[src/rtl/clusterv_mem_bist_initiator_if.sv]
// Wishbone classic-cycle initiator bundle with tag signals.
// The master drives request fields; the slave answers with ack/err/data.
interface clusterv_mem_bist_initiator_if #(
  parameter int ADR_WIDTH = 32,
  parameter int DAT_WIDTH = 32
);
  logic [ADR_WIDTH-1:0] i_adr;
  logic [DAT_WIDTH-1:0] i_dat_w;
  logic [DAT_WIDTH-1:0] i_dat_r;
  logic                 i_cyc;
  logic                 i_err;
  logic [3:0]           i_sel;
  logic                 i_stb;
  logic                 i_ack;
  logic                 i_we;
  logic                 i_tgd_w;
  logic                 i_tga;
  logic                 i_tgc;
  logic                 i_tgd_r;

  modport master (
    output i_adr, i_dat_w, i_cyc, i_sel,
    output i_stb, i_we, i_tgd_w, i_tga, i_tgc,
    input  i_dat_r, i_err, i_ack, i_tgd_r
  );

  modport slave (
    input  i_adr, i_dat_w, i_cyc, i_sel,
    input  i_stb, i_we, i_tgd_w, i_tga, i_tgc,
    output i_dat_r, i_err, i_ack, i_tgd_r
  );
endinterface

[src/rtl/clusterv_mem_bist_initiator.sv]
// Memory BIST initiator: fills a region with seed+k, reads it back,
// and reports the first mismatching or erroring word.
module clusterv_mem_bist_initiator #(
  parameter int ADR_WIDTH = 32,
  parameter int DAT_WIDTH = 32,
  parameter int CNT_WIDTH = 12
) (
  input  logic                 clock,
  input  logic                 reset,
  input  logic                 start,
  input  logic [ADR_WIDTH-1:0] base_adr,
  input  logic [CNT_WIDTH-1:0] nwords,
  input  logic [DAT_WIDTH-1:0] seed,
  output logic                 busy,
  output logic                 done,
  output logic                 pass,
  output logic [ADR_WIDTH-1:0] fail_adr,
  output logic [DAT_WIDTH-1:0] fail_data,
  clusterv_mem_bist_initiator_if.master wb
);

  typedef enum logic [2:0] {
    IDLE,
    WR,
    WGAP,
    RD,
    RGAP,
    FIN
  } state_t;

  state_t state_q, state_n;

  logic [ADR_WIDTH-1:0] base_q, base_n;
  logic [CNT_WIDTH-1:0] cnt_q, cnt_n;
  logic [CNT_WIDTH-1:0] k_q, k_n;
  logic [DAT_WIDTH-1:0] seed_q, seed_n;
  logic                 pass_q, pass_n;
  logic [ADR_WIDTH-1:0] fadr_q, fadr_n;
  logic [DAT_WIDTH-1:0] fdat_q, fdat_n;

  logic [ADR_WIDTH-1:0] cur_adr;
  logic [DAT_WIDTH-1:0] cur_dat;
  logic                 last;
  logic                 act;

  assign cur_adr = base_q + ADR_WIDTH'({k_q, 2'b00});
  assign cur_dat = seed_q + DAT_WIDTH'(k_q);
  assign last    = (k_q == cnt_q - CNT_WIDTH'(1));
  assign act     = (state_q == WR) || (state_q == RD);

  // Request fields are pure decodes of registered state, so they stay
  // stable for as long as the target withholds ack/err.
  assign wb.i_cyc   = act;
  assign wb.i_stb   = act;
  assign wb.i_we    = (state_q == WR);
  assign wb.i_adr   = act ? cur_adr : '0;
  assign wb.i_dat_w = (state_q == WR) ? cur_dat : '0;
  assign wb.i_sel   = act ? 4'hF : 4'h0;
  assign wb.i_tgd_w = 1'b0;
  assign wb.i_tga   = 1'b0;
  assign wb.i_tgc   = 1'b0;

  assign busy      = (state_q == WR) || (state_q == WGAP) ||
                     (state_q == RD) || (state_q == RGAP);
  assign done      = (state_q == FIN);
  assign pass      = pass_q;
  assign fail_adr  = fadr_q;
  assign fail_data = fdat_q;

  logic unused_ok;
  assign unused_ok = ^{wb.i_tgd_r, base_adr[1:0]};

  always_comb begin
    state_n = state_q;
    base_n  = base_q;
    cnt_n   = cnt_q;
    k_n     = k_q;
    seed_n  = seed_q;
    pass_n  = pass_q;
    fadr_n  = fadr_q;
    fdat_n  = fdat_q;
    unique case (state_q)
      IDLE: begin
        if (start) begin
          base_n = {base_adr[ADR_WIDTH-1:2], 2'b00};
          cnt_n  = nwords;
          seed_n = seed;
          k_n    = '0;
          fadr_n = '0;
          fdat_n = '0;
          if (nwords == '0) begin
            pass_n  = 1'b1;
            state_n = FIN;
          end else begin
            pass_n  = 1'b0;
            state_n = WR;
          end
        end
      end
      WR: begin
        if (wb.i_err) begin
          fadr_n  = cur_adr;
          fdat_n  = '0;
          pass_n  = 1'b0;
          state_n = FIN;
        end else if (wb.i_ack) begin
          state_n = WGAP;
        end
      end
      WGAP: begin
        if (last) begin
          k_n     = '0;
          state_n = RD;
        end else begin
          k_n     = k_q + CNT_WIDTH'(1);
          state_n = WR;
        end
      end
      RD: begin
        if (wb.i_err) begin
          fadr_n  = cur_adr;
          fdat_n  = '0;
          pass_n  = 1'b0;
          state_n = FIN;
        end else if (wb.i_ack) begin
          if (wb.i_dat_r != cur_dat) begin
            fadr_n  = cur_adr;
            fdat_n  = wb.i_dat_r;
            pass_n  = 1'b0;
            state_n = FIN;
          end else begin
            state_n = RGAP;
          end
        end
      end
      RGAP: begin
        if (last) begin
          pass_n  = 1'b1;
          state_n = FIN;
        end else begin
          k_n     = k_q + CNT_WIDTH'(1);
          state_n = RD;
        end
      end
      FIN: state_n = IDLE;
      default: state_n = IDLE;
    endcase
  end

  always_ff @(posedge clock) begin
    if (reset) begin
      state_q <= IDLE;
      base_q  <= '0;
      cnt_q   <= '0;
      k_q     <= '0;
      seed_q  <= '0;
      pass_q  <= 1'b0;
      fadr_q  <= '0;
      fdat_q  <= '0;
    end else begin
      state_q <= state_n;
      base_q  <= base_n;
      cnt_q   <= cnt_n;
      k_q     <= k_n;
      seed_q  <= seed_n;
      pass_q  <= pass_n;
      fadr_q  <= fadr_n;
      fdat_q  <= fdat_n;
    end
  end

endmodule
[src/flat_wrapper.sv]
// flat-port wrapper written by rule: the top's interface ports become plain ports
module clusterv_mem_bist_initiator_flat 
#(
  parameter int ADR_WIDTH = 32,
  parameter int DAT_WIDTH = 32,
  parameter int CNT_WIDTH = 12
)
  (clock, reset, start, base_adr, nwords, seed, busy, done, pass, fail_adr, fail_data, wb_i_adr, wb_i_dat_w, wb_i_cyc, wb_i_sel, wb_i_stb, wb_i_we, wb_i_tgd_w, wb_i_tga, wb_i_tgc, wb_i_dat_r, wb_i_err, wb_i_ack, wb_i_tgd_r);
  clusterv_mem_bist_initiator_if #(.ADR_WIDTH(ADR_WIDTH), .DAT_WIDTH(DAT_WIDTH)) wb_i ();
  input  logic clock;
  input  logic reset;
  input  logic start;
  input  logic [ADR_WIDTH-1:0] base_adr;
  input  logic [CNT_WIDTH-1:0] nwords;
  input  logic [DAT_WIDTH-1:0] seed;
  output logic busy;
  output logic done;
  output logic pass;
  output logic [ADR_WIDTH-1:0] fail_adr;
  output logic [DAT_WIDTH-1:0] fail_data;
  output wire logic [$bits(wb_i.i_adr)-1:0] wb_i_adr;
  output wire logic [$bits(wb_i.i_dat_w)-1:0] wb_i_dat_w;
  output wire logic [$bits(wb_i.i_cyc)-1:0] wb_i_cyc;
  output wire logic [$bits(wb_i.i_sel)-1:0] wb_i_sel;
  output wire logic [$bits(wb_i.i_stb)-1:0] wb_i_stb;
  output wire logic [$bits(wb_i.i_we)-1:0] wb_i_we;
  output wire logic [$bits(wb_i.i_tgd_w)-1:0] wb_i_tgd_w;
  output wire logic [$bits(wb_i.i_tga)-1:0] wb_i_tga;
  output wire logic [$bits(wb_i.i_tgc)-1:0] wb_i_tgc;
  input wire logic [$bits(wb_i.i_dat_r)-1:0] wb_i_dat_r;
  input wire logic [$bits(wb_i.i_err)-1:0] wb_i_err;
  input wire logic [$bits(wb_i.i_ack)-1:0] wb_i_ack;
  input wire logic [$bits(wb_i.i_tgd_r)-1:0] wb_i_tgd_r;
  assign wb_i_adr = wb_i.i_adr;
  assign wb_i_dat_w = wb_i.i_dat_w;
  assign wb_i_cyc = wb_i.i_cyc;
  assign wb_i_sel = wb_i.i_sel;
  assign wb_i_stb = wb_i.i_stb;
  assign wb_i_we = wb_i.i_we;
  assign wb_i_tgd_w = wb_i.i_tgd_w;
  assign wb_i_tga = wb_i.i_tga;
  assign wb_i_tgc = wb_i.i_tgc;
  assign wb_i.i_dat_r = wb_i_dat_r;
  assign wb_i.i_err = wb_i_err;
  assign wb_i.i_ack = wb_i_ack;
  assign wb_i.i_tgd_r = wb_i_tgd_r;
  clusterv_mem_bist_initiator #(.ADR_WIDTH(ADR_WIDTH), .DAT_WIDTH(DAT_WIDTH), .CNT_WIDTH(CNT_WIDTH)) u_core (.clock(clock), .reset(reset), .start(start), .base_adr(base_adr), .nwords(nwords), .seed(seed), .busy(busy), .done(done), .pass(pass), .fail_adr(fail_adr), .fail_data(fail_data), .wb(wb_i));
endmodule
[config.mk]
export PLATFORM = sky130hd
export DESIGN_NAME = clusterv_mem_bist_initiator_flat
export DESIGN_NICKNAME = d
export VERILOG_FILES = /design/src/rtl/clusterv_mem_bist_initiator_if.sv /design/src/rtl/clusterv_mem_bist_initiator.sv /design/src/flat_wrapper.sv
export SDC_FILE = /design/constraint.sdc
export NUM_CORES = 1
export LEC_CHECK = 0
export CAP_MARGIN = 20
export CORE_ASPECT_RATIO = 0.8
export CORE_UTILIZATION = 50
export CTS_CLUSTER_SIZE = 10
export DETAILED_ROUTE_END_ITERATION = 16
export DONT_BUFFER_PORTS = 1
export PLACE_DENSITY = 0.64
export RECOVER_POWER = 25
export SKIP_LAST_GASP = 1
export SYNTH_ARGS = -nofsm -noshare
export SYNTH_HDL_FRONTEND = slang
export SYNTH_SLANG_ARGS = --single-unit
[constraint.sdc]
create_clock -name clock -period 3.9 [get_ports clock]
set_input_delay 0.39 -clock clock [delete_from_list [all_inputs] [get_ports clock]]
set_output_delay 0.39 -clock clock [all_outputs]
set_load 0.01 [all_outputs]
==> summary.md, run 1 <==
| Metric | Value |
|---|---|
| Sink Count | `between 150 and 200` |
| Vias per inst | `around 5.9` |
| Area Overhead vs Synth | `11.64%` |
| Antenna-violating nets left | `0` |
| Worst skew pair latency | `between 0.4 and 0.5 ns` |
| Largest area contributor in the netlist | `dfxtp_1` |
| Syn Std Cell Area | `10,200 um^2` |
| Global-route wire length before repair | `~47,000 um` |
| Final max-slew violation count | `0` |
| Worst relative slew slack | `31.30%` |
| Psw | `approximately 1.4 mW` |
| Syn Inst Count | `1,313` |
| Cell Rows | `46` |
| Buf+Inv Stages, Crit Path | `3` |
| Overall power | `between 4 and 5 mW` |
| Sequential share of the synthesized area | `roughly 30%` |
| Fin cells | `1,600` |
| Layout cells sized above 1 | `~12%` |
| Global Route Usage Sum | `between 20 and 30%` |
| CP Launch Type | `register` |
| Synthesized flop and latch total | `152` |
| Worst EP arrival | `approximately 4 ns` |
| Post-route cell area | `around 11,000 um^2` |
| Final wirelength | `approximately 31,000 um` |
| Placed insts | `1,553` |
| RSZ-0062 raised after global routing | `yes` |
| Via Count | `approximately 9.4k` |
| Final hold slack | `between 0.03 and 0.04 ns` |
| Drt wl/cell | `about 20 um` |
| Synth Warn # | `0` |
| Crit path max-delay family | `compound AO/OA/AOI/OAI gates` |
| Filler cells | `between 1.5k and 2k` |
| Root Buffer | `clkbuf_16` |
| Fmax | `between 200 and 300 MHz` |
| Kind of critical path | `register to register` |
| Flop pwr share | `roughly 40%` |
| Worst Max-Slew Pin Slew | `1.029 ns` |
| Drt drc | `0` |
| Yosys cell types | `88` |
| Final setup fails | `0` |
| RePlAce Congestion | `between 0.9 and 1` |
| Final period util | `a little over nine tenths` |
| Most frequent cells in the layout | `225 x nand2_1, 152 x dfxtp_1, 111 x nor2_1` |
| Avg Inst Size Synth | `between 7 and 8 um^2` |
| Max Cap Viol | `0` |
| Internal power | `about 2.8 mW` |
| Largest net degree at the start of global routing | `174` |
| Die area | `between 20,000 and 25,000 um^2` |
| Top cell type's share of synthesized area | `between 20% and 30%` |
| Initial antenna violation count | `1` |
| Status | `complete, no violations` |
| Main flop type after synthesis | `dfxtp_1` |
| Post-synth EDFFs | `0` |
| TritonRoute pass-1 iters | `6` |
| Ys async rst share | `0%` |
| Reg clk slew, reported paths | `around 0.07 ns` |
| GRT overflow | `0` |
| Min Tclk post-route | `about 3.8 ns` |
| Cell Pwr Density | `about 370 nW/um^2` |
| Worst-path cell chain | `ha_1 -> inv_1 -> fa_2 -> nor2b_4 -> o2111ai_4 -> a21oi_4 -> buf_4 -> o2111ai_4 -> a211o_1 -> a311o_1 -> nor4_4 -> nand4_2 -> nand2_4 -> buf_12 -> mux2_2` |
| Hold WC Path Type | `input pin to register` |
| IO Port Bufs | `0` |
| P_leak | `4.361 nW` |
| Final #Nets | `between 1k and 1.5k` |
| Num ports | `~260` |
| Slowest CP cell | `a311o_1` |
| Clock Skews | `between 0.01 and 0.015 ns` |
| Die Height | `roughly 130 um` |
| Placed inst area | `roughly 11,000 um^2` |
| Crit end category | `register` |
| Vias in the first global route | `roughly 8.2k` |
| Die Wd | `about 160 um` |
| Max Fanout on Critical Path | `8` |
| Buffer levels on the longest clock path | `2` |
| CORE AREA | `between 15,000 and 20,000 um^2` |
| CTS tree | `yes` |
| Cts bufs inserted | `17` |
| Data required, critical path | `~4.2 ns` |
| Cell types occupying the most area after synthesis | `dfxtp_1 30%, nand2_1 8.3%, a21oi_1 5.3%, mux2i_1 4.9%, xnor2_1 4.5%` |
| Clock power frac | `around two fifths` |
| H-tree levels | `4` |
| Starting Density | `51.21%` |
| CP dominant cell by count | `o2111ai_4` |
| Combinational Power Share | `between 20% and 30%` |
| Hold Violations, Final | `0` |
| Final Util | `between 50% and 60%` |
| Sw Ratio | `approximately 32%` |
| Violation count after the first detailed-route iteration | `908` |
| HPWL after DPL | `23,390 um` |
| Most common cell after layout, fill and taps aside | `nand2_1` |
| Largest stage delay on the critical path | `0.39 ns` |
| Peak supply drop | `between 0.2 and 0.3 mV` |
## final cells by class
class,instances,area (um^2),share of cell area (%)
clock inverters,15,136.4,1.198
inverters,22,82.58,0.7253
multi-input cells,1048,6683,58.69
repair buffers,81,683.2,6.000
diodes,1,2.502,0.02198
clock buffers,17,425.4,3.736
flip-flops and latches,152,3043,26.73
well taps,264,330.3,2.901
## Yosys cell counts (all sizes together) (4+ instances only)
cell	n
and2	13
o2111ai	7
nor3	48
buf	36
o211ai	11
nor2	112
and3	12
ha	26
o22ai	6
a21o	7
a21oi	108
nor2b	31
nor3b	9
o21ai	25
xor2	40
clkbuf	61
inv	22
mux2	19
nor4	11
nand2	226
xnor2	52
and4	8
nand4b	4
or2	5
nand4	16
a31oi	4
nand3	34
a211o	7
nand2b	72
or4	4
or3	11
mux2i	50
a211oi	7
dfxtp	152
## state kept, by name (all words and copies together), names as in the netlist
signal,flops
u_core.fail_adr,30
u_core.fail_data,32
u_core.base_q,30
u_core.pass,1
u_core.k_q,12
u_core.state_q,3
u_core.cnt_q,12
u_core.seed_q,32
## logic make-up (layout without fill, tap and decap cells)
kind of cell	Yosys count	in the layout	share of synthesized area (%)
DFF	152	152	29.84
xor gates and xnor gates	95	95	8.588
muxes	69	69	7.631
buffers and inverters	119	135	5.705
AOI/OAI and AO/OA	226	226	14.61
adders and majority gates	28	28	3.582
other	1	8	0.03677
and+or+nand+nor	623	623	30.01
## metrics by stage
step | TNS [ns] | worst slack, ns
after detailed placement | -2.217 | -0.09117
final | 0 | 0.1258
after global placement | -0.5139 | -0.03823
after global routing | -0.09468 | -0.04798
after floorplan | 0 | 0.1342
after CTS | 0 | 0.0006577
## worst reg2reg max path, stage by stage, from the launching register on
cell and delay, ns:
dfxtp_1 0.34, ha_1 0.19, inv_1 0.06, fa_2 0.37, nor2b_4 0.16, o2111ai_4 0.15, a21oi_4 0.24, buf_4 0.16
o2111ai_4 0.12, a211o_1 0.31, a311o_1 0.39, nor4_4 0.35, nand4_2 0.19, nand2_4 0.17, buf_12 0.15, mux2_2 0.33
## power by group through the flow
| stage | registers [mW] | clock network (mW) | logic, mW |
|---|---|---|---|
| after floorplan | 1.73 | 0 | 0.695 |
| after global placement | 1.76 | 0 | 0.823 |
| after detailed placement | 1.77 | 0 | 0.834 |
| after CTS | 1.73 | 1.64 | 0.844 |
| after global routing | 1.75 | 1.71 | 0.949 |
| final | 1.74 | 1.61 | 0.869 |
## worst paths after layout
kind / cells past startpoint / startpoint / slack (ns) / end
worst max-delay path: 15 / u_core.seed_q[0]$_SDFFE_PP0P_ / 0.13 / u_core.fail_adr[31]$_SDFFE_PP0P_
worst min-delay path: 1 / reset / 0.04 / u_core.base_q[25]$_SDFFE_PP0P_
worst max register to register: 15 / u_core.seed_q[0]$_SDFFE_PP0P_ / 0.13 / u_core.fail_adr[31]$_SDFFE_PP0P_
worst min register to register: 2 / u_core.base_q[9]$_SDFFE_PP0P_ / 0.46 / u_core.base_q[9]$_SDFFE_PP0P_
## layer usage
metal,GRT usage [%],vias to the layer above,part of all wire (%)
met1,42.23,4391,46
met3,6.929,47,10
met5,0,-,0
met2,41.23,417,42
li1,-,4528,-
met4,9.156,0,2.3
## what timing repair did
action,in CTS,in global routing
buffers inserted,2,12
hold buffers,0,0
gates resized for setup,0,17
hold endpoints to repair,0,0
pin swaps,2,7
setup endpoints to repair,44,69
(Power assumes the default switching activity.)
==> run 2, diff against run 1 <==
Settings changed: PLACE_DENSITY 0.64 to 0.61.
Clock period 3.9 ns to 3.5 ns, I/O delays scaled along.
==> run 2 against run 1 <==
  * Global-route usage is 1.9 points higher
  * The flow now finishes with violations (negative setup slack)
  * Utilization is 5.8 points higher
  * Register-to-register slack worse by 0.25 ns
  * Critical path depth is 1 lower
  * Critical path type unchanged
  * Sequential share of layout area is 2.4 points lower
  * Routed wire length is 6.6% higher
  * Clock power is 11% higher
  * Via count is 4.2% higher
  * Flip-flop and latch count stayed put
  * Non-clock buffer count is 105 higher
  * Sequential power is 11% higher
==> summary.md, run 2 (same netlist as run 1, synthesis figures left out) <==
| Metric | Value |
|---|---|
| Status | `finished, violations left` |
| Failing checks | `negative setup slack` |
| Cell Pwr Density | `385.7 nW/um^2 (+4.3%)` |
| Worst Max-Slew Pin Slew | `0.7035 ns (-0.3258 ns)` |
| CP Launch Type | `register` |
| Pre-CTS WS | `-0.4030 ns (-0.3118 ns)` |
| Worst-path cell chain | `ha_2 -> o21ai_1 -> a211oi_4 -> buf_4 -> nand3_1 -> nand2b_1 -> a211o_1 -> nor4_1 -> and4bb_1 -> nand4_4 -> nand2_4 -> buf_6 -> buf_12 -> mux2_4` |
| Filler cells | `1,847 (-3.1%)` |
| Cts bufs inserted | `17 (unchanged)` |
| IO Port Bufs | `0 (unchanged)` |
| RePlAce Congestion | `0.9733 (+0.15%)` |
| Vias in the first global route | `8,805 (+6.8%)` |
| Via Count | `9,774 (+4.2%)` |
| Clock Skews | `0.01480 ns (+0.0005457 ns)` |
| Min Tclk post-route | `3.624 ns (-0.1500 ns)` |
| Placed inst area | `11,300 um^2 (+6.3%)` |
| Max Fanout on Critical Path | `8 (unchanged)` |
| Hold Violations, Final | `0 (unchanged)` |
| Worst EP arrival | `3.93 ns (-0.17 ns)` |
| Data required, critical path | `3.81 ns (-0.42 ns)` |
| Die Height | `129.7 um (unchanged)` |
| Placed insts | `1,641 (+5.7%)` |
| H-tree levels | `4 (unchanged)` |
| R2R depth | `14 (-1)` |
| Global Route Usage Sum | `30.78% (+1.9 points)` |
| Layout cells sized above 1 | `21.75% (+9.3 points)` |
| Global-route wire length before repair | `49,620 um (+6.6%)` |
| CTS tree | `yes` |
| Drt wl/cell | `19.57 um (about the same)` |
| Final Util | `62.96% (+5.8 points)` |
| Hold WC Path Type | `input pin to register` |
| Root Buffer | `clkbuf_16` |
| Largest stage delay on the critical path | `0.39 ns (about the same)` |
| Final wirelength | `33,350 um (+6.6%)` |
| RR Endpoint | `u_core.fail_adr[25]$_SDFFE_PP0P_` |
| RSZ-0062 raised after global routing | `yes` |
| Reg clk slew, reported paths | `0.07 ns (about the same)` |
| Drt drc | `0 (unchanged)` |
| Die area | `20,980 um^2 (unchanged)` |
| Crit end category | `register` |
| Post-route cell area | `12,540 um^2 (+10%)` |
| Buffer levels on the longest clock path | `2 (unchanged)` |
| Slowest CP cell | `ha_2` |
| Cell Rows | `46 (unchanged)` |
| Peak supply drop | `0.2943 mV (+2.5%)` |
| Die Wd | `161.7 um (unchanged)` |
| Max Cap Viol | `0 (unchanged)` |
| Final worst slack | `-0.1242 ns (-0.2500 ns)` |
| Most frequent cells in the layout | `224 x nand2_1, 161 x buf_4, 148 x dfxtp_1` |
| Crit. Startpoint | `u_core.k_q[9]$_SDFFE_PP0P_` |
| Worst skew pair latency | `0.42 ns (-0.02 ns)` |
| Initial antenna violation count | `2 (+1)` |
| Final setup fails | `56 (+56)` |
| Sink Count | `152 (unchanged)` |
| Kind of critical path | `register to register` |
| Most common cell after layout, fill and taps aside | `nand2_1` |
| Violation count after the first detailed-route iteration | `914 (+0.66%)` |
| TritonRoute pass-1 iters | `7 (+1)` |
| Final period util | `103.5% (+6.8 points)` |
| Fmax | `275.9 MHz (+4.1%)` |
| Reg2reg start | `u_core.k_q[9]$_SDFFE_PP0P_` |
| Num ports | `255 (unchanged)` |
| Final #Nets | `1,569 (+7.2%)` |
| CORE AREA | `19,910 um^2 (unchanged)` |
| Crit path to | `u_core.fail_adr[25]$_SDFFE_PP0P_` |
| Area Overhead vs Synth | `22.94%` |
| Antenna-violating nets left | `0 (unchanged)` |
| Vias per inst | `5.736 (-2.2%)` |
| Setup slack, reg-to-reg | `-0.12 ns (-0.25 ns)` |
| Worst relative slew slack | `53.00% (+22 points)` |
| HPWL after DPL | `24,600 um (+5.2%)` |
| Fin cells | `1,704 (+6.5%)` |
| Largest net degree at the start of global routing | `151 (-13%)` |
| Final max-slew violation count | `0 (unchanged)` |
| GRT overflow | `0 (unchanged)` |
| Final hold slack | `0.05235 ns (+0.01700 ns)` |
| Starting Density | `51.21% (unchanged)` |
| P_leak | `4.945 nW (+13%)` |
-- run 2: where the power goes --
| part | switching, mW | leakage, nW | internal (mW) |
|---|---|---|---|
| clock network | 0.843 | 0.268 | 0.947 |
| registers | 0.105 | 1.24 | 1.82 |
| logic | 0.615 | 3.44 | 0.502 |
-- run 2: worst min-delay path by stage --
stage	cells after the start	startpoint	slack [ns]	to
floorplan	2	u_core.base_q[10]$_SDFFE_PP0P_	0.44	u_core.base_q[10]$_SDFFE_PP0P_
global placement	1	reset	0.43	u_core.seed_q[25]$_SDFFE_PP0P_
detailed placement	1	reset	0.43	u_core.seed_q[27]$_SDFFE_PP0P_
CTS	1	reset	0.007	u_core.base_q[30]$_SDFFE_PP0P_
global route	1	reset	0.02	u_core.state_q[0]$_SDFFE_PP0P_
finish	2	seed[14]	0.05	u_core.seed_q[14]$_SDFFE_PP0P_
-- run 2: repair_timing --
item / in CTS / in global routing
resized for setup: 58 / 36
pin swaps: 24 / 21
setup endpoints to repair: 81 / 75
hold endpoints to repair: 23 / 0
cloned: 1 / 0
buffers inserted: 21 / 8
hold buffers: 3 / 0
-- run 2: critical path: cells and delay by family (launching register included) --
family | cells | cell delay, ns
mux | 1 | 0.30
buf+inv | 3 | 0.45
flops | 1 | 0.33
simple gates | 6 | 1.25
fa+ha+maj | 1 | 0.39
compound gates | 3 | 0.80
-- run 2: metrics by stage --
| stage | power (mW) | TNS (ns) |
|---|---|---|
| 2_1_floorplan | 2.706 | 0 |
| 3_3_place_gp | 2.942 | -17.08 |
| 3_5_place_dp | 2.959 | -21.28 |
| 4_1_cts | 4.811 | -1.616 |
| 5_1_grt | 5.047 | -11.26 |
| 6_report | 4.836 | -3.628 |
-- run 2: metal layers --
layer,share of wire [%],global-route usage [%],up-vias,wire (um)
met5,0,0,-,0
met4,1.5,7.325,0,507
met3,9.9,9.536,37,3299
met2,42,44.73,370,13980
met1,47,44.09,4635,15560
li1,-,-,4732,-
-- run 2: cell type report --
| type | count | area (um^2) | share of cell area [%] |
|---|---|---|---|
| Clock buffer | 18 | 439.2 | 3.503 |
| Tap cell | 264 | 330.3 | 2.634 |
| Clock inverter | 13 | 112.6 | 0.8981 |
| Sequential cell | 152 | 3048 | 24.31 |
| Antenna cell | 1 | 2.502 | 0.01996 |
| Timing Repair Buffer | 186 | 1577 | 12.57 |
| Inverter | 22 | 82.58 | 0.6586 |
| Multi-Input combinational cell | 1048 | 6947 | 55.40 |
==> run 3, diff against run 2 <==
Settings changed: PLACE_DENSITY 0.61 to not set, REMOVE_ABC_BUFFERS set to 1.
==> run 3 against run 2 <==
  * The run still ends with negative setup slack left
  * Via count grew 1.1%
  * Largest cell class unchanged
  * Setup slack lost 0.0056 ns
  * Non-clock buffer count grew 15
  * Flip-flop and latch count is the same
  * Worst hold slack lost 0.021 ns
  * Routed wire length shrank 0.69%
  * Sequential share of layout area shrank 0.46 points
  * Final area grew 2.2%
  * First-iteration DRC count shrank 5.4%
==> summary.md, run 3 (same netlist as run 1, synthesis figures left out) <==
| Metric | Value |
|---|---|
| Status | `finished, violations left` |
| Failing checks | `negative setup slack` |
| Worst Min Path Start | `reset` |
| Cell Rows | `46 (unchanged)` |
| Global Route Usage Sum | `30.82% (+0.045 points)` |
| Violation count after the first detailed-route iteration | `865 (-5.4%)` |
| Buffer levels on the longest clock path | `2 (unchanged)` |
| Final #Nets | `1,584 (+0.96%)` |
| Combinational Power Share | `23.3% (+0.2 points)` |
| RR Endpoint | `u_core.fail_adr[31]$_SDFFE_PP0P_` |
| Die area | `20,980 um^2 (unchanged)` |
| Final worst slack | `-0.1298 ns (-0.005617 ns)` |
| Worst Max-Slew Pin Slew | `0.8575 ns (+0.1540 ns)` |
| RePlAce Congestion | `0.9633 (-1.0%)` |
| Initial antenna violation count | `0 (-2)` |
| Via Count | `9,881 (+1.1%)` |
| Flop pwr share | `38.8% (-1.1 points)` |
| Clock Skews | `0.01312 ns (-0.001681 ns)` |
| Area Overhead vs Synth | `25.68%` |
| RSZ-0062 raised after global routing | `yes` |
| Hold Violations, Final | `0 (unchanged)` |
| Reg2reg start | `u_core.seed_q[0]$_SDFFE_PP0P_` |
| # diodes | `0 (-1)` |
| P_leak | `5.049 nW (+2.1%)` |
| Clock power frac | `37.9% (+0.9 points)` |
| Worst EP arrival | `3.95 ns (+0.02 ns)` |
| Most common cell after layout, fill and taps aside | `nand2_1` |
| Max Cap Viol | `0 (unchanged)` |
| IO Port Bufs | `0 (unchanged)` |
| R2R depth | `17 (+3)` |
| CORE AREA | `19,910 um^2 (unchanged)` |
| Sw Ratio | `32.68% (+0.36 points)` |
| Min Tclk post-route | `3.630 ns (+0.005617 ns)` |
| Setup slack, reg-to-reg | `-0.13 ns (about the same)` |
| Final period util | `103.7% (+0.16 points)` |
| Most frequent cells in the layout | `225 x nand2_1, 181 x buf_4, 143 x dfxtp_1` |
| HPWL after DPL | `23,150 um (-5.9%)` |
| Psw | `1.631 mW (+4.3%)` |
| Sink Count | `152 (unchanged)` |
| Hold WC Path Type | `input pin to register` |
| Overall power | `4.989 mW (+3.2%)` |
| Drt wl/cell | `19.26 um (-1.6%)` |
| Vias in the first global route | `9,144 (+3.9%)` |
| Drt drc | `0 (unchanged)` |
| Final setup fails | `61 (+8.9%)` |
| Peak supply drop | `0.2528 mV (-14%)` |
| Fmax | `275.5 MHz (-0.15%)` |
| Starting Density | `51.21% (unchanged)` |
| Layout cells sized above 1 | `24.05% (+2.3 points)` |
| Largest net degree at the start of global routing | `128 (-15%)` |
| Root Buffer | `clkbuf_16` |
| Worst skew pair latency | `0.44 ns (+0.02 ns)` |
| Buf+Inv Stages, Crit Path | `5 (+2)` |
| Worst-path cell chain | `ha_4 -> inv_2 -> fa_2 -> nor2b_4 -> o2111ai_4 -> a21oi_4 -> buf_6 -> buf_4 -> o211ai_1 -> a32oi_1 -> o2111ai_2 -> nor4_4 -> nand4_4 -> nand2_4 -> buf_6 -> buf_6 -> mux2_4` |
| Vias per inst | `5.748 (+0.21%)` |
| Global-route wire length before repair | `49,980 um (+0.71%)` |
| Largest stage delay on the critical path | `0.37 ns (-0.02 ns)` |
| Final max-slew violation count | `0 (unchanged)` |
| Crit path max-delay family | `compound AO/OA/AOI/OAI gates` |
| Max Fanout on Critical Path | `5 (-3)` |
| Slowest CP cell | `fa_2` |
| Kind of critical path | `register to register` |
| Cts bufs inserted | `17 (unchanged)` |
| Num ports | `255 (unchanged)` |
| Worst relative slew slack | `42.83% (-10 points)` |
| H-tree levels | `4 (unchanged)` |
| CP dominant cell by count | `buf_6` |
| Final hold slack | `0.03091 ns (-0.02145 ns)` |
| Crit end category | `register` |
| Reg clk slew, reported paths | `0.07 ns (about the same)` |
| Crit. Startpoint | `u_core.seed_q[0]$_SDFFE_PP0P_` |
| Die Wd | `161.7 um (unchanged)` |
| TritonRoute pass-1 iters | `5 (-2)` |
| Hold Path Depth | `1 (-1)` |
| Data required, critical path | `3.82 ns (about the same)` |
| GRT overflow | `0 (unchanged)` |
| Internal power | `3.359 mW (+2.6%)` |
| Antenna-violating nets left | `0 (unchanged)` |
| Die Height | `129.7 um (unchanged)` |
| Final setup TNS | `-4.757 ns (-1.130 ns)` |
| Final wirelength | `33,120 um (-0.69%)` |
| CP Launch Type | `register` |
| Worst hold path endpoint | `u_core.base_q[11]$_SDFFE_PP0P_` |
| Final Util | `64.36% (+1.4 points)` |
| CTS tree | `yes` |
| Cell Pwr Density | `389.3 nW/um^2 (+0.93%)` |
==> run 3: final cells by class <==
| class | instances | area [um^2] |
|---|---|---|
| clock buffer | 17 | 425.4 |
| clock inverter | 15 | 165.2 |
| fill | 1766 | 7097 |
| inverter | 22 | 82.58 |
| multi-input combinational | 1048 | 7084 |
| sequential | 152 | 3057 |
| tap | 264 | 330.3 |
| timing repair buffer | 201 | 1673 |
==> run 3: stage by stage <==
| stage | worst slack [ns] | area, um^2 | cells |
|---|---|---|---|
| 6_report | -0.1298 | 12820 | 1719 |
| 5_1_grt | -0.2670 | 12820 | 1719 |
| 4_1_cts | -0.1425 | 12440 | 1712 |
| 3_5_place_dp | -0.5206 | 11420 | 1658 |
| 2_1_floorplan | -0.7249 | 9722 | 1222 |
| 3_3_place_gp | -0.2826 | 11420 | 1658 |
==> run 3: power by group through the flow <==
stage | combinational, mW | sequential, mW | clock [mW]
floorplan | 0.667 | 1.95 | 0
global placement | 1.01 | 1.96 | 0
detailed placement | 1.02 | 1.96 | 0
CTS | 1.11 | 1.93 | 1.92
finish | 1.16 | 1.93 | 1.89
global route | 1.26 | 1.95 | 2.00
==> run 3: how the worst max path moves through the flow <==
stage	to	slack (ns)	depth (start not counted)
after detailed placement	u_core.fail_data[20]$_SDFFE_PP0P_	-0.52	15
after global placement	u_core.fail_adr[4]$_SDFFE_PP0P_	-0.28	14
after floorplan	u_core.fail_adr[31]$_SDFFE_PP0P_	-0.72	13
final	u_core.fail_adr[31]$_SDFFE_PP0P_	-0.13	17
after global routing	u_core.fail_data[4]$_SDFFE_PP0P_	-0.27	16
after CTS	u_core.fail_adr[30]$_SDFFE_PP0P_	-0.14	16
==> run 3: worst register-to-register path: stages (launching register included) <==
cell       delay, ns
dfxtp_2         0.35
ha_4            0.14
inv_2           0.03
fa_2            0.37
nor2b_4         0.17
o2111ai_4       0.17
a21oi_4         0.17
buf_6           0.15
buf_4           0.13
o211ai_1        0.14
a32oi_1         0.37
o2111ai_2       0.22
nor4_4          0.27
nand4_4         0.15
nand2_4         0.17
buf_6           0.13
buf_6           0.09
mux2_4          0.29
==> run 3: routing by layer <==
metal / vias to the layer above / part of all wire, % / GRT usage, %
met3: 45 / 9.1 / 7.883
met1: 4666 / 47 / 43.90
met2: 402 / 42 / 45.64
met4: 0 / 1.6 / 9.046
li1: 4768 / - / -
met5: - / 0 / 0
==> run 3: what timing repair did <==
item                       4_1_cts  5_1_grt
setup endpoints to repair       81       82
resized for setup               48       70
gates cloned                     1        1
setup buffers                   18        8
hold endpoints to repair        38        0
pin swaps                       23       39
hold buffers                     3        0
